==> src/rtl/tmds_pkg.sv <==
// Shared TMDS word-alignment definitions: word width, control symbols,
// control-symbol detector and the per-lane alignment state encoding.
package tmds_pkg;

  localparam int TMDS_WORD_W = 10;

  localparam logic [TMDS_WORD_W-1:0] CTRL_00 = 10'h354;
  localparam logic [TMDS_WORD_W-1:0] CTRL_01 = 10'h0AB;
  localparam logic [TMDS_WORD_W-1:0] CTRL_10 = 10'h154;
  localparam logic [TMDS_WORD_W-1:0] CTRL_11 = 10'h2AB;

  typedef enum logic [1:0] {
    SEARCH = 2'd0,
    SETTLE = 2'd1,
    LOCKED = 2'd2
  } lane_state_t;

  function automatic logic is_ctrl(input logic [TMDS_WORD_W-1:0] w);
    case (w)
      CTRL_00, CTRL_01, CTRL_10, CTRL_11: is_ctrl = 1'b1;
      default:                            is_ctrl = 1'b0;
    endcase
  endfunction

endpackage

==> src/rtl/tmds_lane_aligner.sv <==
// One TMDS lane: IN_WIDTH-to-10 gearbox with bit slip, control-run based
// word alignment FSM, lock tracking and slip offset counter.
module tmds_lane_aligner
  import tmds_pkg::*;
#(
  parameter int IN_WIDTH     = 4,
  parameter int CTRL_RUN     = 8,
  parameter int SEARCH_WORDS = 32,
  parameter int LOSS_WORDS   = 4096,
  parameter int SETTLE_WORDS = 2
) (
  input  logic                   clk_shift_half,
  input  logic                   rst_n,
  input  logic                   align_en,
  input  logic                   slip_req,
  input  logic [IN_WIDTH-1:0]    d,
  output logic [TMDS_WORD_W-1:0] word_o,
  output logic                   word_valid,
  output logic                   locked,
  output logic [3:0]             bit_offset
);

  localparam int BUF_W  = TMDS_WORD_W + IN_WIDTH - 1;
  localparam int FILL_W = $clog2(BUF_W + 1);
  localparam int RUN_W  = $clog2(CTRL_RUN + 1);
  localparam int SRCH_W = $clog2(SEARCH_WORDS + 1);
  localparam int SETL_W = $clog2(SETTLE_WORDS + 1);
  localparam int LOSS_W = $clog2(LOSS_WORDS + 1);

  logic [BUF_W-1:0]       buf_r, cat_s, rem_s;
  logic [FILL_W-1:0]      fill_r, fill_s, fill_nx;
  logic                   slip_s, emit_s, auto_slip_r, auto_nx;
  logic [TMDS_WORD_W-1:0] word_s;
  lane_state_t            state_r, state_nx;
  logic [RUN_W-1:0]       run_r, run_nx;
  logic [SRCH_W-1:0]      win_r, win_nx;
  logic [SETL_W-1:0]      settle_r, settle_nx;
  logic [LOSS_W-1:0]      loss_r, loss_nx;
  logic                   locked_nx;

  // Gearbox: append new bits above the fill, drop the oldest bit on a slip, then peel off a word
  always_comb begin
    slip_s = slip_req | (auto_slip_r & align_en);
    cat_s  = buf_r | (BUF_W'(d) << fill_r);
    fill_s = fill_r + FILL_W'(IN_WIDTH);
    if (slip_s) begin
      cat_s  = cat_s >> 1;
      fill_s = fill_s - FILL_W'(1);
    end else begin
      cat_s  = cat_s;
    end
    emit_s = (fill_s >= FILL_W'(TMDS_WORD_W));
    word_s = cat_s[TMDS_WORD_W-1:0];
    if (emit_s) begin
      rem_s   = cat_s >> TMDS_WORD_W;
      fill_nx = fill_s - FILL_W'(TMDS_WORD_W);
    end else begin
      rem_s   = cat_s;
      fill_nx = fill_s;
    end
  end

  // Gearbox state, registered word output and slip offset
  always_ff @(posedge clk_shift_half) begin
    if (!rst_n) begin
      buf_r      <= BUF_W'(0);
      fill_r     <= FILL_W'(0);
      word_o     <= TMDS_WORD_W'(0);
      word_valid <= 1'b0;
      bit_offset <= 4'd0;
    end else begin
      buf_r      <= rem_s;
      fill_r     <= fill_nx;
      word_valid <= emit_s;
      word_o     <= emit_s ? word_s : word_o;
      if (slip_s) begin
        bit_offset <= (bit_offset == 4'd9) ? 4'd0 : bit_offset + 4'd1;
      end else begin
        bit_offset <= bit_offset;
      end
    end
  end

  // Alignment FSM: judges the word being emitted this cycle so locked lines up with word_valid
  always_comb begin
    state_nx  = state_r;
    run_nx    = run_r;
    win_nx    = win_r;
    settle_nx = settle_r;
    loss_nx   = loss_r;
    locked_nx = locked_r_q();
    auto_nx   = 1'b0;
    if (slip_req) begin
      state_nx  = SETTLE;
      run_nx    = RUN_W'(0);
      win_nx    = SRCH_W'(0);
      settle_nx = SETL_W'(0);
      loss_nx   = LOSS_W'(0);
      locked_nx = 1'b0;
    end else if (emit_s) begin
      case (state_r)
        SEARCH: begin
          if (is_ctrl(word_s) && (run_r == RUN_W'(CTRL_RUN - 1))) begin
            state_nx  = LOCKED;
            locked_nx = 1'b1;
            run_nx    = RUN_W'(0);
            win_nx    = SRCH_W'(0);
            loss_nx   = LOSS_W'(0);
          end else if (win_r == SRCH_W'(SEARCH_WORDS - 1)) begin
            win_nx = SRCH_W'(0);
            run_nx = is_ctrl(word_s) ? run_r + RUN_W'(1) : RUN_W'(0);
            if (align_en) begin
              state_nx  = SETTLE;
              auto_nx   = 1'b1;
              run_nx    = RUN_W'(0);
              settle_nx = SETL_W'(0);
            end else begin
              state_nx = SEARCH;
            end
          end else begin
            win_nx = win_r + SRCH_W'(1);
            run_nx = is_ctrl(word_s) ? run_r + RUN_W'(1) : RUN_W'(0);
          end
        end
        SETTLE: begin
          if (settle_r == SETL_W'(SETTLE_WORDS - 1)) begin
            state_nx  = SEARCH;
            settle_nx = SETL_W'(0);
            run_nx    = RUN_W'(0);
            win_nx    = SRCH_W'(0);
          end else begin
            settle_nx = settle_r + SETL_W'(1);
          end
        end
        LOCKED: begin
          if (is_ctrl(word_s)) begin
            loss_nx = LOSS_W'(0);
          end else if (loss_r == LOSS_W'(LOSS_WORDS - 1)) begin
            state_nx  = SEARCH;
            locked_nx = 1'b0;
            loss_nx   = LOSS_W'(0);
            run_nx    = RUN_W'(0);
            win_nx    = SRCH_W'(0);
          end else begin
            loss_nx = loss_r + LOSS_W'(1);
          end
        end
        default: begin
          state_nx  = SEARCH;
          locked_nx = 1'b0;
        end
      endcase
    end else begin
      state_nx = state_r;
    end
  end

  function automatic logic locked_r_q();
    return locked;
  endfunction

  // FSM state, counters, lock flag and the one-cycle auto slip pulse
  always_ff @(posedge clk_shift_half) begin
    if (!rst_n) begin
      state_r     <= SEARCH;
      run_r       <= RUN_W'(0);
      win_r       <= SRCH_W'(0);
      settle_r    <= SETL_W'(0);
      loss_r      <= LOSS_W'(0);
      locked      <= 1'b0;
      auto_slip_r <= 1'b0;
    end else begin
      state_r     <= state_nx;
      run_r       <= run_nx;
      win_r       <= win_nx;
      settle_r    <= settle_nx;
      loss_r      <= loss_nx;
      locked      <= locked_nx;
      auto_slip_r <= auto_nx;
    end
  end

endmodule

==> src/rtl/tmds_word_aligner.sv <==
// TMDS deserialiser back end: one independent word aligner per lane plus a
// registered all-lanes-locked flag.
module tmds_word_aligner
  import tmds_pkg::*;
#(
  parameter int CHANNELS     = 3,
  parameter int IN_WIDTH     = 4,
  parameter int CTRL_RUN     = 8,
  parameter int SEARCH_WORDS = 32,
  parameter int LOSS_WORDS   = 4096,
  parameter int SETTLE_WORDS = 2
) (
  input  logic                            clk_shift_half,
  input  logic                            rst_n,
  input  logic                            align_en,
  input  logic [CHANNELS-1:0]             slip_req,
  input  logic [CHANNELS*IN_WIDTH-1:0]    d,
  output logic [CHANNELS*TMDS_WORD_W-1:0] word_o,
  output logic [CHANNELS-1:0]             word_valid,
  output logic [CHANNELS-1:0]             locked,
  output logic                            all_locked,
  output logic [CHANNELS*4-1:0]           bit_offset
);

  for (genvar c = 0; c < CHANNELS; c++) begin : g_lane
    tmds_lane_aligner #(
      .IN_WIDTH    (IN_WIDTH),
      .CTRL_RUN    (CTRL_RUN),
      .SEARCH_WORDS(SEARCH_WORDS),
      .LOSS_WORDS  (LOSS_WORDS),
      .SETTLE_WORDS(SETTLE_WORDS)
    ) u_lane (
      .clk_shift_half(clk_shift_half),
      .rst_n         (rst_n),
      .align_en      (align_en),
      .slip_req      (slip_req[c]),
      .d             (d[c*IN_WIDTH +: IN_WIDTH]),
      .word_o        (word_o[c*TMDS_WORD_W +: TMDS_WORD_W]),
      .word_valid    (word_valid[c]),
      .locked        (locked[c]),
      .bit_offset    (bit_offset[c*4 +: 4])
    );
  end

  // Registered AND of the per-lane lock flags
  always_ff @(posedge clk_shift_half) begin
    if (!rst_n) begin
      all_locked <= 1'b0;
    end else begin
      all_locked <= &locked;
    end
  end

endmodule

==> config.mk <==
export PLATFORM = sky130hd
export DESIGN_NAME = tmds_word_aligner
export DESIGN_NICKNAME = d
export VERILOG_FILES = /design/src/rtl/tmds_pkg.sv /design/src/rtl/tmds_lane_aligner.sv /design/src/rtl/tmds_word_aligner.sv
export SDC_FILE = /design/constraint.sdc
export NUM_CORES = 1
export LEC_CHECK = 0
export ABC_CLOCK_PERIOD_IN_PS = 3500
export CORE_MARGIN = 1.5
export CORE_UTILIZATION = 62
export CTS_BUF_LIST = sky130_fd_sc_hd__clkbuf_4
export DETAILED_ROUTE_END_ITERATION = 7
export HOLD_SLACK_MARGIN = 0.08
export PLACE_DENSITY = 0.83
export SLEW_MARGIN = 40
export SYNTH_ARGS = -nofsm -noshare
export SYNTH_HDL_FRONTEND = slang
export SYNTH_SLANG_ARGS = --single-unit
==> constraint.sdc <==
create_clock -name clk_shift_half -period 3.5 [get_ports clk_shift_half]
set_input_delay 0.35 -clock clk_shift_half [delete_from_list [all_inputs] [get_ports clk_shift_half]]
set_output_delay 0.35 -clock clk_shift_half [all_outputs]
set_load 0.1 [all_outputs]
Yosys cells after proc, flatten, opt, wreduce, memory -nomap -nowiden
Index checks and enable logic that the tools add are counted.

Register bits after elaboration: 184. Bits of input ports: 18. Word-level logic and storage cells: 387.

$add $sub $neg: 24. Magnitude comparators: 3. Eq/ne operators: 69. Shift operators: 3. Muxes and demuxes: 174. Bitwise logic cells: 22. Reduce and logical (&&, ||, !) cells: 49.

Operators with widths (number): 2-to-1 mux 13 bit (12); 2-to-1 mux 4 bit (33); 2-to-1 mux 6 bit (15); case mux 13 bit (2 select lines) (3); AND reduction 5 bit (15); 2-to-1 mux 1 bit (68); equality test 10 bit, second input constant (6); case mux 6 bit (3 select lines) (3); 2-to-1 mux 2 bit (25); adder 13 x 1 -> 13 bit, second input constant (3); equality test 13 x 12 -> 1 bit, second input constant (3); OR 13 bit (3); left shift 4 x 4 -> 13 bit (3); case mux 4 bit (3 select lines) (3); equality test 10 x 8 -> 1 bit, second input constant (3); equality test 10 x 9 -> 1 bit, second input constant (3); adder 4 x 1 -> 4 bit, second input constant (6); inequality test 2 x 1 -> 1 bit, second input constant (12); adder 6 x 1 -> 6 bit, second input constant (3); equality test 6 x 5 -> 1 bit, second input constant (3); inequality test 2 bit, second input constant (9); inequality test 3 x 2 -> 1 bit, second input constant (6); case mux 2 bit (3 select lines) (3); nonzero test 2 bit (9); 25 further kinds (92).

Depth between registers and ports, before layout
Gate-level depths: netlist of the first run.

Depth in word-level cells: 19. Depth in mapped cells: 14. Mapped depth without buffers: 11.

Modules after synthesis
Synthesis of the first run repeated with hierarchy kept, for this count alone.

Cell total of the unflattened synthesis: 1238. Area, all modules: 10257.3 µm².

By module, submodules not included: tmds_lane_aligner (times used 3, cells an instance 412, area an instance 3409.5 µm², sequential area each 1221.2 µm²); tmds_word_aligner (times used 1, cells an instance 2, area an instance 28.8 µm², sequential area each 20.0 µm²).

Worst setup path before layout of the first run
No wires, ideal clock.

Path kind: register -> register. Start: reg g_lane[0].u_lane.fill_r[0]. End: reg g_lane[0].u_lane.loss_r[10]. Setup time: 120 ps. Data arrival time: 3096 ps. Required time: 3380 ps. Setup slack: 284 ps. Stages on the path, launching flop included: 10. Cells stage by stage: dfxtp_1 -> buf_2 -> mux2_1 -> a221o_1 -> or4_1 -> a2111oi_2 -> nor2_1 -> o31ai_2 -> a21oi_2 -> a211o_1.

Word-level cells in the longest chain between the ends: 12.

RTL lines: start, declared (RTL line tmds_lane_aligner.sv:31) `logic [FILL_W-1:0] fill_r, fill_s, fill_nx;`; start signal, assigned (RTL line tmds_lane_aligner.sv:73) `fill_r <= fill_nx;`; left shift 4 x 4 -> 13 bit (RTL line tmds_lane_aligner.sv:44) `cat_s = buf_r | (BUF_W'(d) << fill_r);`; OR 13 bit (RTL line tmds_lane_aligner.sv:44); 2-to-1 mux 13 bit (RTL line tmds_lane_aligner.sv:46) `if (slip_s) begin`; equality test 10 bit (tied with other cells) (RTL line tmds_pkg.sv:19) `case (w)`; OR reduction 4 bit (RTL line tmds_pkg.sv:19); 2-to-1 mux 1 bit (RTL line tmds_pkg.sv:19); 2-to-1 mux 1 bit (RTL line tmds_lane_aligner.sv:101) `case (state_r)`; 2-to-1 mux 1 bit (RTL line tmds_lane_aligner.sv:100) `end else if (emit_s) begin`; 2-to-1 mux 1 bit (RTL line tmds_lane_aligner.sv:93) `if (slip_req) begin`; logical AND 1 bit (RTL line tmds_lane_aligner.sv:103) `if (is_ctrl(word_s) && (run_r == RUN_W'(CTRL_RUN - 1))) begin`; inequality test 2 x 1 -> 1 bit (no source line); AND reduction 3 bit (no source line); end signal, assigned (RTL line tmds_lane_aligner.sv:177) `loss_r <= loss_nx;`; end, declared (RTL line tmds_lane_aligner.sv:38) `logic [LOSS_W-1:0] loss_r, loss_nx;`.

Parallel ways exist; a longest one is shown, timed or not. The select of a mux whose other input is x is not followed. A chain may end at the register's enable or synchronous reset.

Worst setup path in the final report of the first run
Start: reg g_lane[0].u_lane.fill_r[3]. End: reg g_lane[0].u_lane.settle_r[0].

Word-level cells in the longest chain between the ends: 12.

RTL lines: left shift 4 x 4 -> 13 bit (RTL line tmds_lane_aligner.sv:44); OR 13 bit (RTL line tmds_lane_aligner.sv:44); 2-to-1 mux 13 bit (RTL line tmds_lane_aligner.sv:46); equality test 10 bit (tied with other cells) (RTL line tmds_pkg.sv:19); OR reduction 4 bit (RTL line tmds_pkg.sv:19); 2-to-1 mux 1 bit (RTL line tmds_pkg.sv:19); 2-to-1 mux 1 bit (RTL line tmds_lane_aligner.sv:101); 2-to-1 mux 1 bit (RTL line tmds_lane_aligner.sv:100); 2-to-1 mux 1 bit (RTL line tmds_lane_aligner.sv:93); logical AND 1 bit (RTL line tmds_lane_aligner.sv:103); inequality test 2 bit (no source line); AND reduction 5 bit (no source line) *; end signal, assigned (RTL line tmds_lane_aligner.sv:176) `settle_r <= settle_nx;`; end, declared (RTL line tmds_lane_aligner.sv:37) `logic [SETL_W-1:0] settle_r, settle_nx;`.

Every way passes the cells marked *; elsewhere a longest branch is shown, timed or not. The select of a mux whose other input is x is not followed.

==> flow_metrics.env, run 1 <==
export IMPL_worstRegToRegCells=10
export IMPL_finalHoldViolCount=0
export IMPL_cap_viol_max_count=0
export IMPL_cts_hold_buf=0
export IMPL_p_per_area_mw_per_mm2=628
export IMPL_wl_um=26100
export IMPL_placement_io_buffers=66
export IMPL_holdCritPathClass="in -> reg"
export IMPL_synth_edf_count=0
export IMPL_routedWlPerCell_um=15.9
export IMPL_yosys_warnings=0
export IMPL_design_area_mm2=0.0121
export IMPL_hold_depth=2
export IMPL_std_cell_rows=47
export IMPL_cts_resized=0
export IMPL_seqCellArea_mm2=0.00369
export IMPL_synth_area_mm2=0.0104
export IMPL_cp_arrival_ps=3820
export IMPL_clk_path_buf_depth=2
export IMPL_grt_pass1_wl_um=43400
export IMPL_startpoint_type="flop"
export IMPL_dieHeight_um=133
export IMPL_max_vdd_ir_drop_uv=425
export IMPL_p_comb_share_pct=50.0
export IMPL_finalNetCount=1455
export IMPL_clock_fmax_mhz=301
export IMPL_grt_overflow=0
export IMPL_place_congestion=0.948
export IMPL_p_switching_uw=3450
export IMPL_antenna_found_initial=2
export IMPL_cts_tree="built"
export IMPL_timing_final_crit_share_pct=95.0
export IMPL_leakage_uw=0.00487
export IMPL_utilization_pct=72.9
export IMPL_route_detailed_drc=0
export IMPL_seqPwrFrac_pct=34.2
export IMPL_drv_slew=0
export IMPL_grt_pass1_vias=9354
export IMPL_hpwl_um=19000
export IMPL_initialDrtViolationCount=1006
export IMPL_fill_cells=1295
export IMPL_status="finished clean"
export IMPL_swShare_pct=45.6
export IMPL_die_x_um=133
export IMPL_ys_async_sr_fraction_pct=0
export IMPL_post_cts_buffers=0
export IMPL_critPathMaxFanout=9
export IMPL_clk_pin_slew_worst_paths_ps=140
export IMPL_grt_setup_unrepaired="no"
export IMPL_fin_crit_ps=3330
export IMPL_placed_area_mm2=0.0117
export IMPL_num_vias=10200
export IMPL_io_pins=67
export IMPL_drive_above_1_share_pct=17.1
export IMPL_p_clk_share_pct=15.8
export IMPL_tightest_slew_ps=671
export IMPL_critPathCaptureType="flop"
export IMPL_syn_area_per_cell_um2=8.14
export IMPL_setup_viol=0
export IMPL_grt_max_degree=41
export IMPL_p_int_uw=4120
export IMPL_numCtsBuffers=17
export IMPL_cp_required_ps=3990
export IMPL_yosys_register_bits=184
export IMPL_via_per_inst=6.18
export IMPL_multi_input_area_mm2=0.00629
export IMPL_path_class="reg -> reg"
export IMPL_dieArea_mm2=0.0176
export IMPL_syn_to_final_growth_pct=15.7
export IMPL_dr_pass1_iters=8
export IMPL_synth_seq_area_share_pct=35.4
export IMPL_syn_num_nets=1324
export IMPL_postSynthCellCount=1280
export IMPL_start_util_pct=63.0
export IMPL_slew_headroom_pct=55.2
export IMPL_coreArea_mm2=0.0165
export IMPL_track_usage_pct=29.6
export IMPL_synth_main_ff_cell="dfxtp_1"
export IMPL_clkLatencyLatePin_ps=610
export IMPL_detail_route_antenna_nets=0
export IMPL_clock_sinks=184
export IMPL_synth_cell_type_count=89
export IMPL_skew_ps=13.8
export IMPL_cts_root_buf="clkbuf_4"
export IMPL_cts_htree_levels=4
sequential cells by signal, summed over array words and instances, names as in the netlist:
signal / count
g_lane.u_lane.run_r: 12
g_lane.u_lane.bit_offset: 12
g_lane.u_lane.locked: 3
g_lane.u_lane.word_o: 30
g_lane.u_lane.settle_r: 6
g_lane.u_lane.fill_r: 12
g_lane.u_lane.word_valid: 3
g_lane.u_lane.buf_r: 39
g_lane.u_lane.loss_r: 39
g_lane.u_lane.win_r: 18
g_lane.u_lane.auto_slip_r: 3
all_locked: 1
g_lane.u_lane.state_r: 6
Yosys cell counts (all sizes together) (20+ instances only):
cell / count / area (um^2)
nand2: 161 / 604
a21boi: 20 / 150
nor2: 72 / 273
inv: 40 / 150
nor3: 44 / 220
a21oi: 79 / 410
o21ai: 55 / 275
and3: 31 / 194
mux2i: 39 / 390
dfxtp: 184 / 3680
clkbuf: 50 / 188
buf: 25 / 134
nor2b: 44 / 275
ha: 26 / 325
nand3: 59 / 295
a211oi: 21 / 158
routing by layer:
layer	up-vias	GRT usage, %	wire, um
li1	4981	-	-
met1	4773	40.3	11900
met2	365	47.8	12000
met3	47	4.75	1750
met4	0	10.3	482
met5	-	0	0
logic make-up (layout without fill, tap and decap cells):
logic type / Yosys count / count (layout) / share of synthesized area (%)
AND/OR/NAND/NOR: 550 / 550 / 27.5
adder cells (fa/ha/maj): 26 / 26 / 3.12
flip-flops: 184 / 184 / 35.4
other: 0 / 2 / 0
AO/OA/AOI/OAI: 337 / 337 / 22.8
buffers and inverters: 117 / 261 / 4.60
XOR/XNOR: 16 / 16 / 1.34
multiplexers: 50 / 50 / 5.26
cell usage in the layout, fill, tap and decap left out, drive strengths merged, types with 7 or more instances in the layout:
cell	count
or2	13
nand3b	7
clkdlybuf4s50	16
a2111oi	8
and3	31
nand2	161
or3	16
or4	7
mux2i	39
a211oi	21
a21boi	20
buf	171
nor3	44
mux2	8
nand3	59
nor2b	44
nor4	15
xnor2	12
clkinv	10
and2	18
a32o	11
o311ai	11
nand2b	10
nor2	72
ha	26
clkbuf	17
a21o	12
a211o	14
a31oi	19
nor3b	17
nand4	8
o21ai	55
a21oi	79
o211ai	9
inv	42
o31ai	11
dfxtp	184
worst paths after layout:
kind	slack [ps]	from	to
setup / recovery	170	g_lane[0].u_lane.fill_r[3]$_SDFF_PN0_	g_lane[0].u_lane.settle_r[0]$_SDFFE_PP0P_
setup reg to reg	170	g_lane[0].u_lane.fill_r[3]$_SDFF_PN0_	g_lane[0].u_lane.settle_r[0]$_SDFFE_PP0P_
hold / removal	310	rst_n	g_lane[2].u_lane.word_o[0]$_SDFFE_PN0P_
hold reg to reg	440	g_lane[2].u_lane.loss_r[12]$_SDFFE_PP0P_	g_lane[2].u_lane.loss_r[12]$_SDFFE_PP0P_
final cells by class:
cell class,count,area share (%)
Timing Repair Buffer,187,11.3
Antenna cell,2,0.0415
Inverter,42,1.31
Tap cell,220,2.28
Multi-Input combinational cell,979,52.2
Sequential cell,184,30.6
Clock inverter,15,1.27
Clock buffer,17,1.06
worst max-delay path: stages, from the launching register on:
cell,delay (ps)
dfxtp_1,510
nor2b_1,130
buf_4,180
a221o_1,390
or4_1,570
a2111oi_4,420
nor2_1,150
buf_4,190
o21bai_2,180
mux2i_1,100
a2111oi_0,400
power by group through the flow:
stage	clock [uW]	sequential, uW	combinational [uW]
floorplan	0	3190	2050
global placement	0	2620	3710
detailed placement	0	2620	3690
CTS	1210	2580	3710
global route	1290	2620	4070
finish	1190	2590	3780
metrics by stage:
step	cells	setup WS [ps]	hold WS, ps	total power, uW	TNS (ps)
finish	1646	173	307	7570	0
global route	1645	16.2	307	7980	0
CTS	1644	90.7	292	7490	0
detailed placement	1612	-214	423	6310	-3730
global placement	1612	-101	415	6340	-1520
floorplan	1280	284	407	5230	0
Note: power is estimated with default switching activity, not from simulation.
==> run 2, diff against run 1 <==
--- a/config.mk
+++ b/config.mk
@@ -7,4 +7,5 @@
 export LEC_CHECK = 0
 export ABC_CLOCK_PERIOD_IN_PS = 3500
+export CAP_MARGIN = 30
 export CORE_MARGIN = 1.5
 export CORE_UTILIZATION = 62
@@ -13,4 +14,5 @@
 export HOLD_SLACK_MARGIN = 0.08
 export PLACE_DENSITY = 0.83
+export SETUP_SLACK_MARGIN = 0.2
 export SLEW_MARGIN = 40
 export SYNTH_ARGS = -nofsm -noshare
==> constraint.sdc (replaced) <==
create_clock -name clk_shift_half -period 3.5 [get_ports clk_shift_half]
set_input_delay 0.35 -clock clk_shift_half [delete_from_list [all_inputs] [get_ports clk_shift_half]]
set_output_delay 0.35 -clock clk_shift_half [all_outputs]
set_load 0.05 [all_outputs]
==> run 2 against run 1 <==
  * Critical path depth stayed put
  * Critical path type unchanged
  * Critical endpoint unchanged
  * Combinational power is 4% lower
  * Cell count increased by 0.12%
  * Global-route usage increased by 0.12 points
  * Clock power is essentially flat
  * Highest routed layer unchanged
  * First-iteration DRC count is 11% lower
  * Total power down 2.3%
  * Die area stayed put
  * Sequential cell count is the same
  * Worst hold slack improved by 32 ps
==> flow_metrics.env, run 2 (synthesis results as in run 1) <==
export IMPL_cts_tree="built"
export IMPL_hold_depth=2
export IMPL_seqCellArea_mm2=0.00371
export IMPL_dieHeight_um=133
export IMPL_skew_ps=23.9
export IMPL_p_clk_share_pct=15.9
export IMPL_r2r_slack_ps=260
export IMPL_grt_setup_unrepaired="yes"
export IMPL_fin_crit_ps=3240
export IMPL_cap_viol_max_count=0
export IMPL_placement_io_buffers=66
export IMPL_via_per_inst=6.23
export IMPL_track_usage_pct=29.7
export IMPL_cts_hold_buf=0
export IMPL_start_util_pct=63.0
export IMPL_seqPwrFrac_pct=35.2
export IMPL_placed_area_mm2=0.0120
export IMPL_clock_fmax_mhz=309
export IMPL_p_comb_share_pct=48.8
export IMPL_hold_path_endpoint="g_lane[0].u_lane.state_r[0]$_SDFFE_PN0P_"
export IMPL_routedWlPerCell_um=16.2
export IMPL_coreArea_mm2=0.0165
export IMPL_critPathMaxFanout=9
export IMPL_antenna_found_initial=1
export IMPL_layout_commonest_cell="dfxtp_1"
export IMPL_initialDrtViolationCount=899
export IMPL_tightest_slew_ps=807
export IMPL_syn_to_final_growth_pct=19.6
export IMPL_p_switching_uw=3100
export IMPL_wl_um=26700
export IMPL_status="finished clean"
export IMPL_clock_sinks=184
export IMPL_cp_required_ps=3960
export IMPL_r2r_start="g_lane[0].u_lane.fill_r[2]$_SDFF_PN0_"
export IMPL_timing_final_crit_share_pct=92.5
export IMPL_numCtsBuffers=17
export IMPL_worstRegToRegCells=10
export IMPL_clkLatencyLatePin_ps=590
export IMPL_io_pins=67
export IMPL_clk_pin_slew_worst_paths_ps=140
export IMPL_cp_arrival_ps=3700
export IMPL_p_total_uw=7400
export IMPL_max_vdd_ir_drop_uv=373
export IMPL_detail_route_antenna_nets=0
export IMPL_std_cell_rows=47
export IMPL_grt_max_degree=41
export IMPL_die_x_um=133
export IMPL_slew_headroom_pct=46.2
export IMPL_post_place_ws_ps=-251
export IMPL_path_class="reg -> reg"
export IMPL_setup_viol=0
export IMPL_holdCritPathClass="in -> reg"
export IMPL_reg2reg_to="g_lane[0].u_lane.settle_r[0]$_SDFFE_PP0P_"
export IMPL_fin_ws_ps=263
export IMPL_holdWs_ps=339
export IMPL_hp_start="rst_n"
export IMPL_drv_slew=0
export IMPL_route_detailed_drc=0
export IMPL_final_cell_mix="dfxtp_1, nand2_1, buf_4"
export IMPL_cts_root_buf="clkbuf_4"
export IMPL_design_area_mm2=0.0125
export IMPL_num_vias=10300
export IMPL_clk_path_buf_depth=2
export IMPL_multi_input_area_mm2=0.00641
export IMPL_grt_overflow=0
export IMPL_place_congestion=0.948
export IMPL_hpwl_um=19100
export IMPL_critPathCaptureType="flop"
export IMPL_grt_pass1_wl_um=43600
export IMPL_top_regs="g_lane.u_lane.buf_r: 39 flops, g_lane.u_lane.loss_r: 39 flops, g_lane.u_lane.word_o: 30 flops"
export IMPL_p_per_area_mw_per_mm2=594
export IMPL_leakage_uw=0.00482
export IMPL_finalNetCount=1458
export IMPL_cts_htree_levels=4
export IMPL_dr_pass1_iters=7
export IMPL_dieArea_mm2=0.0176
export IMPL_startpoint_type="flop"
export IMPL_drive_above_1_share_pct=15.7
export IMPL_swShare_pct=42.0
export IMPL_finalHoldViolCount=0
export IMPL_p_int_uw=4290
export IMPL_grt_pass1_vias=9355
export IMPL_fill_cells=1224
## run 2: changes by cell type in the layout (fill, tap and decap cells not counted), moves of 3 or more
cell,delta
or4_1,-3
clkbuf_4,+3
dfxtp_1,-6
dfxtp_4,+4
buf_2,-49
clkdlybuf4s50_1,+49
or4_4,+3
## run 2: final cells by class
class                           count  area share (%)
Antenna cell                        1          0.0201
Sequential cell                   184            29.8
Tap cell                          220            2.21
Timing Repair Buffer              189            13.0
Inverter                           42            1.30
Multi-Input combinational cell    980            51.5
Clock buffer                       20            1.21
Clock inverter                     12            1.00
## run 2: through the flow
step	util [%]	setup TNS (ps)	instances
floorplan	-	0	1280
global placement	72.5	-1520	1612
detailed placement	72.5	-4080	1612
CTS	74.3	0	1644
global route	75.4	0	1648
finish	75.4	0	1648
## run 2: timing repair
item                                    in CTS  in global routing
pin swaps                                    0                  2
endpoints found under the setup margin      23                 60
setup buffers                                0                  2
cloned                                       0                  1
gates resized for setup                      5                 40
## run 2: critical path: stages (launching register included)
cell,delay (ps)
dfxtp_2,400
nor2b_1,170
buf_4,170
a221o_1,400
or4_4,540
a2111oi_4,460
nor2_2,130
buf_4,180
o21bai_2,160
mux2i_1,90
a2111oi_0,410
## run 2: worst max path at each step
stage,slack (ps),start,end
floorplan,280,g_lane[0].u_lane.fill_r[0]$_SDFF_PN0_,g_lane[0].u_lane.loss_r[10]$_SDFFE_PP0P_
global placement,-100,d[2],g_lane[0].u_lane.loss_r[7]$_SDFFE_PP0P_
detailed placement,-250,d[0],g_lane[0].u_lane.settle_r[0]$_SDFFE_PP0P_
CTS,190,g_lane[0].u_lane.fill_r[0]$_SDFF_PN0_,g_lane[0].u_lane.settle_r[0]$_SDFFE_PP0P_
global route,30,g_lane[0].u_lane.fill_r[0]$_SDFF_PN0_,g_lane[0].u_lane.settle_r[0]$_SDFFE_PP0P_
finish,260,g_lane[0].u_lane.fill_r[2]$_SDFF_PN0_,g_lane[0].u_lane.settle_r[0]$_SDFFE_PP0P_
## run 2: metal layers
layer / vias to the layer above / share of wire, % / GRT usage (%)
li1: 5003 / - / -
met3: 46 / 6.9 / 5.33
met5: - / 0 / 0
met2: 426 / 47 / 48.4
met1: 4794 / 45 / 40.2
met4: 0 / 1.6 / 9.28
## run 2: power groups by stage
stage	registers [uW]	clock network, uW	logic (uW)
2_1_floorplan	2840	0	2010
3_3_place_gp	2620	0	3340
3_5_place_dp	2630	0	3410
4_1_cts	2590	1190	3440
5_1_grt	2640	1280	3890
6_report	2610	1180	3610
==> run 3, diff against run 2 <==
PLACE_DENSITY = 0.87   (was 0.83)
==> run 3 against run 2 <==
  * Wire length up 4.6%
  * Global-route usage is 0.82 points higher
  * Utilization up 0.74 points
  * Register-to-register slack got worse by 90 ps
  * Critical endpoint is now g_lane[0].u_lane.run_r[3]$_SDFFE_PP0P_
==> flow_metrics.env, run 3 (synthesis results as in run 1) <==
export IMPL_status="finished clean"
export IMPL_clock_fmax_mhz=301
export IMPL_utilization_pct=76.1
export IMPL_p_comb_share_pct=50.6
export IMPL_cp_arrival_ps=3870
export IMPL_finalNetCount=1473
export IMPL_leakage_uw=0.00487
export IMPL_io_pins=67
export IMPL_placed_area_mm2=0.0121
export IMPL_dieHeight_um=133
export IMPL_grt_max_degree=41
export IMPL_dr_pass1_iters=6
export IMPL_critPathMaxFanout=6
export IMPL_swShare_pct=42.8
export IMPL_tns_ps=0
export IMPL_numCtsBuffers=17
export IMPL_cp_required_ps=4040
export IMPL_drv_slew=0
export IMPL_clock_sinks=184
export IMPL_via_per_inst=6.32
export IMPL_dieArea_mm2=0.0176
export IMPL_hpwl_um=19900
export IMPL_cts_tree="built"
export IMPL_slowest_stage="mux4_2"
export IMPL_cts_htree_levels=4
export IMPL_p_switching_uw=3160
export IMPL_top_regs="g_lane.u_lane.buf_r: 39 flops, g_lane.u_lane.loss_r: 39 flops, g_lane.u_lane.word_o: 30 flops"
export IMPL_route_detailed_drc=0
export IMPL_crit_top_cell="a21oi_2"
export IMPL_place_congestion=0.951
export IMPL_p_clk_share_pct=14.0
export IMPL_design_area_mm2=0.0126
export IMPL_tightest_slew_ps=830
export IMPL_cts_hold_buf=0
export IMPL_slowest_delay_ps=560
export IMPL_setup_viol=0
export IMPL_antenna_found_initial=1
export IMPL_finalHoldViolCount=0
export IMPL_max_vdd_ir_drop_uv=355
export IMPL_crit_chain="mux4_2 > buf_6 > a21oi_2 > nor3_1 > a32oi_1 > a2111oi_4 > o41a_1 > or3_4 > or4_4 > a21oi_2"
export IMPL_p_per_area_mw_per_mm2=587
export IMPL_std_cell_rows=47
export IMPL_grt_pass1_vias=9566
export IMPL_drive_above_1_share_pct=17.1
export IMPL_layout_commonest_cell="dfxtp_1"
export IMPL_num_vias=10500
export IMPL_syn_to_final_growth_pct=20.7
export IMPL_p_int_uw=4220
export IMPL_holdCritPathClass="in -> reg"
export IMPL_detail_route_antenna_nets=0
export IMPL_fin_crit_ps=3320
export IMPL_cap_viol_max_count=0
export IMPL_final_cell_mix="dfxtp_1, nand2_1, buf_4"
export IMPL_startpoint_type="flop"
export IMPL_track_usage_pct=30.5
export IMPL_timing_final_crit_share_pct=94.9
export IMPL_clkLatencyLatePin_ps=610
export IMPL_fill_cells=1147
export IMPL_seqPwrFrac_pct=35.4
export IMPL_clk_pin_slew_worst_paths_ps=140
export IMPL_start_util_pct=63.0
export IMPL_wl_um=28000
export IMPL_coreArea_mm2=0.0165
export IMPL_p_total_uw=7380
export IMPL_critPathCaptureType="flop"
export IMPL_clk_path_buf_depth=2
export IMPL_routedWlPerCell_um=16.8
export IMPL_skew_ps=16.6
export IMPL_holdWs_ps=200
export IMPL_initialDrtViolationCount=1202
export IMPL_grt_overflow=0
export IMPL_placement_io_buffers=66
export IMPL_grt_pass1_wl_um=44700
export IMPL_path_class="reg -> reg"
export IMPL_slew_headroom_pct=44.6
export IMPL_cts_root_buf="clkbuf_4"
export IMPL_die_x_um=133
export IMPL_grt_setup_unrepaired="yes"
-- run 3: changes by cell type in the layout (fill, tap and decap cells not counted), sizes merged --
cell,delta
a21oi,-1
bufinv,-2
clkinv,-1
clkinvlp,-1
buf,+16
clkbuf,+3
-- run 3: worst max-delay path: cells and delay by family, from the launching register on --
kind	cells	cell delay (ps)
AOI/OAI and AO/OA	5	1100
buffers and inverters	1	160
DFF	1	400
muxes	1	560
and+or+nand+nor	3	1050
-- run 3: power by group through the flow --
stage	logic [uW]	registers (uW)	clock network, uW
after floorplan	2010	2840	0
after global placement	3390	2630	0
after detailed placement	3480	2630	0
after CTS	3520	2590	1050
after global routing	4000	2640	1130
final	3740	2610	1030
-- run 3: cell type report --
| cell class | instances | area, um^2 | share of cell area (%) |
|---|---|---|---|
| multi-input cells | 979 | 6490 | 51.6 |
| flip-flops and latches | 184 | 3710 | 29.5 |
| repair buffers | 205 | 1720 | 13.7 |
| well taps | 220 | 275 | 2.19 |
| clock buffers | 23 | 173 | 1.37 |
| inverters | 42 | 158 | 1.25 |
| clock inverters | 8 | 51.3 | 0.408 |
| diodes | 1 | 2.50 | 0.0199 |
-- run 3: final timing paths --
| check | slack [ps] | start | to | cells past startpoint |
|---|---|---|---|---|
| min reg2reg | 440 | g_lane[2].u_lane.loss_r[12]$_SDFFE_PP0P_ | g_lane[2].u_lane.loss_r[12]$_SDFFE_PP0P_ | 2 |
| min | 200 | rst_n | g_lane[1].u_lane.buf_r[2]$_SDFF_PN0_ | 2 |
| max reg2reg | 180 | g_lane[0].u_lane.fill_r[0]$_SDFF_PN0_ | g_lane[0].u_lane.run_r[3]$_SDFFE_PP0P_ | 10 |
| max | 180 | g_lane[0].u_lane.fill_r[0]$_SDFF_PN0_ | g_lane[0].u_lane.run_r[3]$_SDFFE_PP0P_ | 10 |
-- run 3: repair_timing --
| action | CTS | global route |
|---|---|---|
| endpoints found under the setup margin | 37 | 69 |
| resized for setup | 6 | 49 |
| setup buffers | 0 | 4 |
| gates cloned | 0 | 0 |
| pin swaps | 0 | 11 |
-- run 3: through the flow --
step / std cells / setup slack, ps
floorplan: 1280 / 284
global placement: 1626 / -95.9
detailed placement: 1626 / -151
CTS: 1657 / 162
global route: 1662 / 121
finish: 1662 / 177
-- run 3: metal layers --
layer | part of all wire (%) | global-route usage (%)
met3 | 7.1 | 4.79
met5 | 0 | 0
met4 | 2.5 | 11.8
met1 | 43 | 39.6
met2 | 47 | 51.2
==> edit 1: new RTL, config.mk and constraints of run 3 <==
`SETTLE_WORDS` is set to 2 in 2 places; all go to 4.
--- a/src/rtl/tmds_lane_aligner.sv
+++ b/src/rtl/tmds_lane_aligner.sv
@@ -9,3 +9,3 @@
   parameter int LOSS_WORDS   = 4096,
-  parameter int SETTLE_WORDS = 2
+  parameter int SETTLE_WORDS = 4
 ) (
--- a/src/rtl/tmds_word_aligner.sv
+++ b/src/rtl/tmds_word_aligner.sv
@@ -10,3 +10,3 @@
   parameter int LOSS_WORDS   = 4096,
-  parameter int SETTLE_WORDS = 2
+  parameter int SETTLE_WORDS = 4
 ) (
Formal check against the unedited RTL: no difference found for any inputs over 4 cycles, from zero or initial values and one cycle with rst_n low; that may be too few to reach the edited logic, so the function may still have changed.
==> edit 1 against run 3 <==
- synthesized area up 1.3%
- global-route usage down 0.85 points
- cell area down 2.1%
- critical path depth unchanged
- total power down 2.0%
- clock power up 6%
- sequential cell count up 3
- wire length down 4.8%
- die area up 1.3%
- count of clock-buffer cells in the layout down 6
- worst hold slack better by 0.078 ns
- setup slack better by 0.13 ns
- sequential share of layout area up 1.1 points
- highest routed layer unchanged
==> edit 1: results (changes against run 3) <==
Place
  – Final RePlAce weighted congestion: 0.9547 (was 0.9506)
  – Placed inst area: 0.01194 mm^2 (was 0.01207 mm^2)
  – DP Wirelength: 18.81 mm (was 19.92 mm)
  – Placed Cells: 1,599 (was 1,626)

Layout
  – Clock-cell share of area: 0.01982 (was 0.01781)
  – Multi-input gate area: 0.006399 mm^2 (was 0.006494 mm^2)
  – Fraction of layout cells with a size suffix above 1: 0.1518 (was 0.1714)
  – Inverters excl. clock: 36 (was 42)
  – Final Util: 0.7424 (was 0.7612)
  – Fill cell count: 1,245 (was 1,147)

CTS
  – Clk pin slew, worst setup/hold paths: 0.16 ns (was 0.14 ns)
  – Post-cts resize count: 2 (was 6)

Power and ir drop
  – P_sw: 3.094 mW (was 3.158 mW)
  – VDD IR max: 449.1 uV (was 355.4 uV)
  – P_leak: 4.771 nW (was 4.875 nW)

Synth
  – Post-synthesis compound-gate area fraction: 0.2203 (was 0.2281)
  – Largest cells by area after synthesis: dfxtp_1, nand2_1, a21oi_1, mux2i_1, nor2_1 (was dfxtp_1, nand2_1, mux2i_1, a21oi_1, ha_1)
  – XOR/XNOR Fraction of Synth Area: 0.01079 (was 0.01345)
  – Mux share of post-synthesis cell area: 0.05525 (was 0.05260)
  – Cells after synthesis: 1,288 (was 1,280)
  – Post-synthesis sequential area ratio: 0.3548 (was 0.3535)
  – Adder-Cell Fraction of Synth Area: 0.03438 (was 0.03122)

Die
  – Die width: 133.5 um (was 132.6 um)

Global routing
  – M1 GR Usage: 0.3789 (was 0.3961)
  – First-pass GRT wire length: 44.09 mm (was 44.68 mm)
  – Met3 usage: 0.04756 (was 0.04789)

Status
  – Status: completed (unchanged)

Timing
  – Tcrit/Tclk final: 0.9109 (was 0.9494)
  – Fin Clk Skew: 0.01842 ns (was 0.01663 ns)

Drt
  – Met3 routed WL: 1.445 mm (was 1.973 mm)
  – DR iter-0 viols: 822 (was 1,202)

Worst hold path
  – Worst hold stages: 3 (was 2)
  – Worst Hold End: g_lane[0].u_lane.settle_r[2] (was g_lane[1].u_lane.buf_r[2])

Critical path
  – CP max FO: 8 (was 6)
  – CP arrival: 3.72 ns (was 3.87 ns)
edit 1: cell count changes after synthesis, sizes merged, moves of 10 or more:
cell | run 3 | this run
nor2b | 44 | 54
and2 | 18 | 28
nor2 | 72 | 98
nand2 | 161 | 149
o22ai | 5 | 18
nand3 | 59 | 45
edit 1: power by group through the flow:
| stage | Sequential (mW) | Clock [mW] | Combinational, mW |
|---|---|---|---|
| floorplan | 2.90 | 0 | 2.04 |
| global placement | 2.68 | 0 | 3.29 |
| detailed placement | 2.69 | 0 | 3.36 |
| CTS | 2.64 | 1.11 | 3.38 |
| global route | 2.70 | 1.18 | 3.75 |
| finish | 2.67 | 1.09 | 3.47 |
edit 1: critical path: stages, from the launching register on:
cell       delay [ns]
dfxtp_4          0.42
mux2_4           0.31
nor4b_4          0.13
a311o_1          0.33
or4_4            0.54
a2111oi_4        0.47
nor2_4           0.13
o2111a_1         0.27
buf_4            0.14
o21ai_4          0.18
mux2i_1          0.20
==> edit 2: new RTL, flow settings as in run 3 <==
Made on the original files. The output `all_locked` loses its register stage (`all_locked` becomes a continuous assignment).
--- a/src/rtl/tmds_word_aligner.sv
+++ b/src/rtl/tmds_word_aligner.sv
@@ -45,9 +45,3 @@
   // Registered AND of the per-lane lock flags
-  always_ff @(posedge clk_shift_half) begin
-    if (!rst_n) begin
-      all_locked <= 1'b0;
-    end else begin
-      all_locked <= &locked;
-    end
-  end
+  assign all_locked = &locked;
 
Formal check against the unedited RTL: same outputs for any inputs over 4 cycles, from zero or initial values and one cycle with rst_n low; that may be too few to reach the edited logic, so the function may still have changed.
==> edit 2 against run 3 <==
- total power down 7.5%
- via count decreased by 7.7%
- synthesized area decreased by 1.0%
- wire length is 9.8% lower
- cell area down 5.7%
- combinational power down 16%
- sequential cell count down 1
- sequential power about the same
- setup slack better by 0.17 ns
- largest power group unchanged
- count of clock-buffer cells in the layout unchanged
- critical path type unchanged
==> edit 2: results (changes against run 3) <==
Critical path
  – Critical Path End: g_lane[0].u_lane.win_r[5] (was g_lane[0].u_lane.run_r[3])
  – CP max FO: 13 (was 6)
  – Top Family by Delay on Critical Path: simple AND/OR/NAND/NOR gates (was compound AO/OA/AOI/OAI gates)
  – RR Endpoint: g_lane[0].u_lane.win_r[5] (was g_lane[0].u_lane.run_r[3])
  – Max incr delay on CP: 0.51 ns (was 0.56 ns)
  – Critical path's slowest cell: or4_1 (was mux4_2)

Synth
  – Synth cell types: 86 (was 89)
  – Post-synthesis sequential area ratio: 0.3552 (was 0.3535)
  – XOR/XNOR Fraction of Synth Area: 0.01613 (was 0.01345)
  – Avg Inst Size Synth: 8.264 um^2 (was 8.140 um^2)
  – Post-synthesis compound-gate area fraction: 0.2209 (was 0.2281)
  – Commonest cells post-synth: dfxtp_1, nand2_1, nor2_1, a21oi_1, o21ai_0 (was dfxtp_1, nand2_1, a21oi_1, nor2_1, nand3_1)
  – Adder-Cell Fraction of Synth Area: 0.03154 (was 0.03122)
  – Largest cells by area after synthesis: dfxtp_1, a21oi_1, nand2_1, nor2_1, mux2i_1 (was dfxtp_1, nand2_1, mux2i_1, a21oi_1, ha_1)
  – Synthesized net count: 1,292 (was 1,324)
  – Mux share of post-synthesis cell area: 0.05787 (was 0.05260)

Power and ir drop
  – P_leak: 4.688 nW (was 4.875 nW)
  – Sw Ratio: 0.4124 (was 0.4277)
  – VDD IR max: 488.0 uV (was 355.4 uV)

Layout
  – Fraction of layout cells with a size suffix above 1: 0.1359 (was 0.1714)
  – Fin cells: 1,578 (was 1,662)
  – Fill cell count: 1,207 (was 1,147)
  – Final net count: 1,392 (was 1,473)

Drt
  – Met3 routed WL: 1.190 mm (was 1.973 mm)
  – DR iter-0 viols: 690 (was 1,202)
  – Wl on met1: 11.26 mm (was 12.09 mm)
  – Wirelength per Cell: 15.99 um (was 16.82 um)

Place
  – Placed inst area: 0.01157 mm^2 (was 0.01207 mm^2)
  – Final RePlAce weighted congestion: 0.9516 (was 0.9506)
  – Setup slack at placement: -0.08448 ns (was -0.1514 ns)
  – DP Wirelength: 18.44 mm (was 19.92 mm)
  – Placed Cells: 1,545 (was 1,626)

Global routing
  – Met3 usage: 0.05306 (was 0.04789)
  – Pin count of the biggest net entering global routing: 29 (was 41)
  – Met2 global-route usage: 0.4889 (was 0.5119)
  – Vias in the first global route: 8,952 (was 9,566)

Status
  – Status: completed (unchanged)

CTS
  – Post-cts resize count: 4 (was 6)

Timing
  – Measured slew at the worst slew-check pin: 0.8636 ns (was 0.8303 ns)
  – Fin worst setup slack: 0.3470 ns (was 0.1770 ns)
  – Fin Clk Skew: 0.01778 ns (was 0.01663 ns)

Worst hold path
  – Worst Hold End: g_lane[0].u_lane.fill_r[2] (was g_lane[1].u_lane.buf_r[2])
[edit 2: power by group through the flow]
stage / registers (mW) / clock network, mW / logic, mW
after detailed placement: 2.63 / 0 / 3.07
after global placement: 2.62 / 0 / 3.01
after global routing: 2.63 / 1.18 / 3.41
final: 2.60 / 1.08 / 3.15
after floorplan: 2.86 / 0 / 1.91
after CTS: 2.58 / 1.11 / 3.10
[edit 2: layout make-up]
class | instances | share of cell area
sequential | 183 | 0.3101
multi-input combinational | 956 | 0.5220
clock inverter | 9 | 0.006643
timing repair buffer | 155 | 0.1126
clock buffer | 23 | 0.01455
antenna | 1 | 0.0002109
tap | 216 | 0.02278
inverter | 35 | 0.01107
[edit 2: through the flow]
step | hold slack [ns] | utilization | power [mW]
after CTS | 0.1629 | 0.7365 | 6.790
after detailed placement | 0.4169 | 0.7203 | 5.702
after global placement | 0.4166 | 0.7203 | 5.634
after global routing | 0.1730 | 0.7389 | 7.214
after floorplan | 0.4065 | - | 4.764
final | 0.2073 | 0.7389 | 6.825
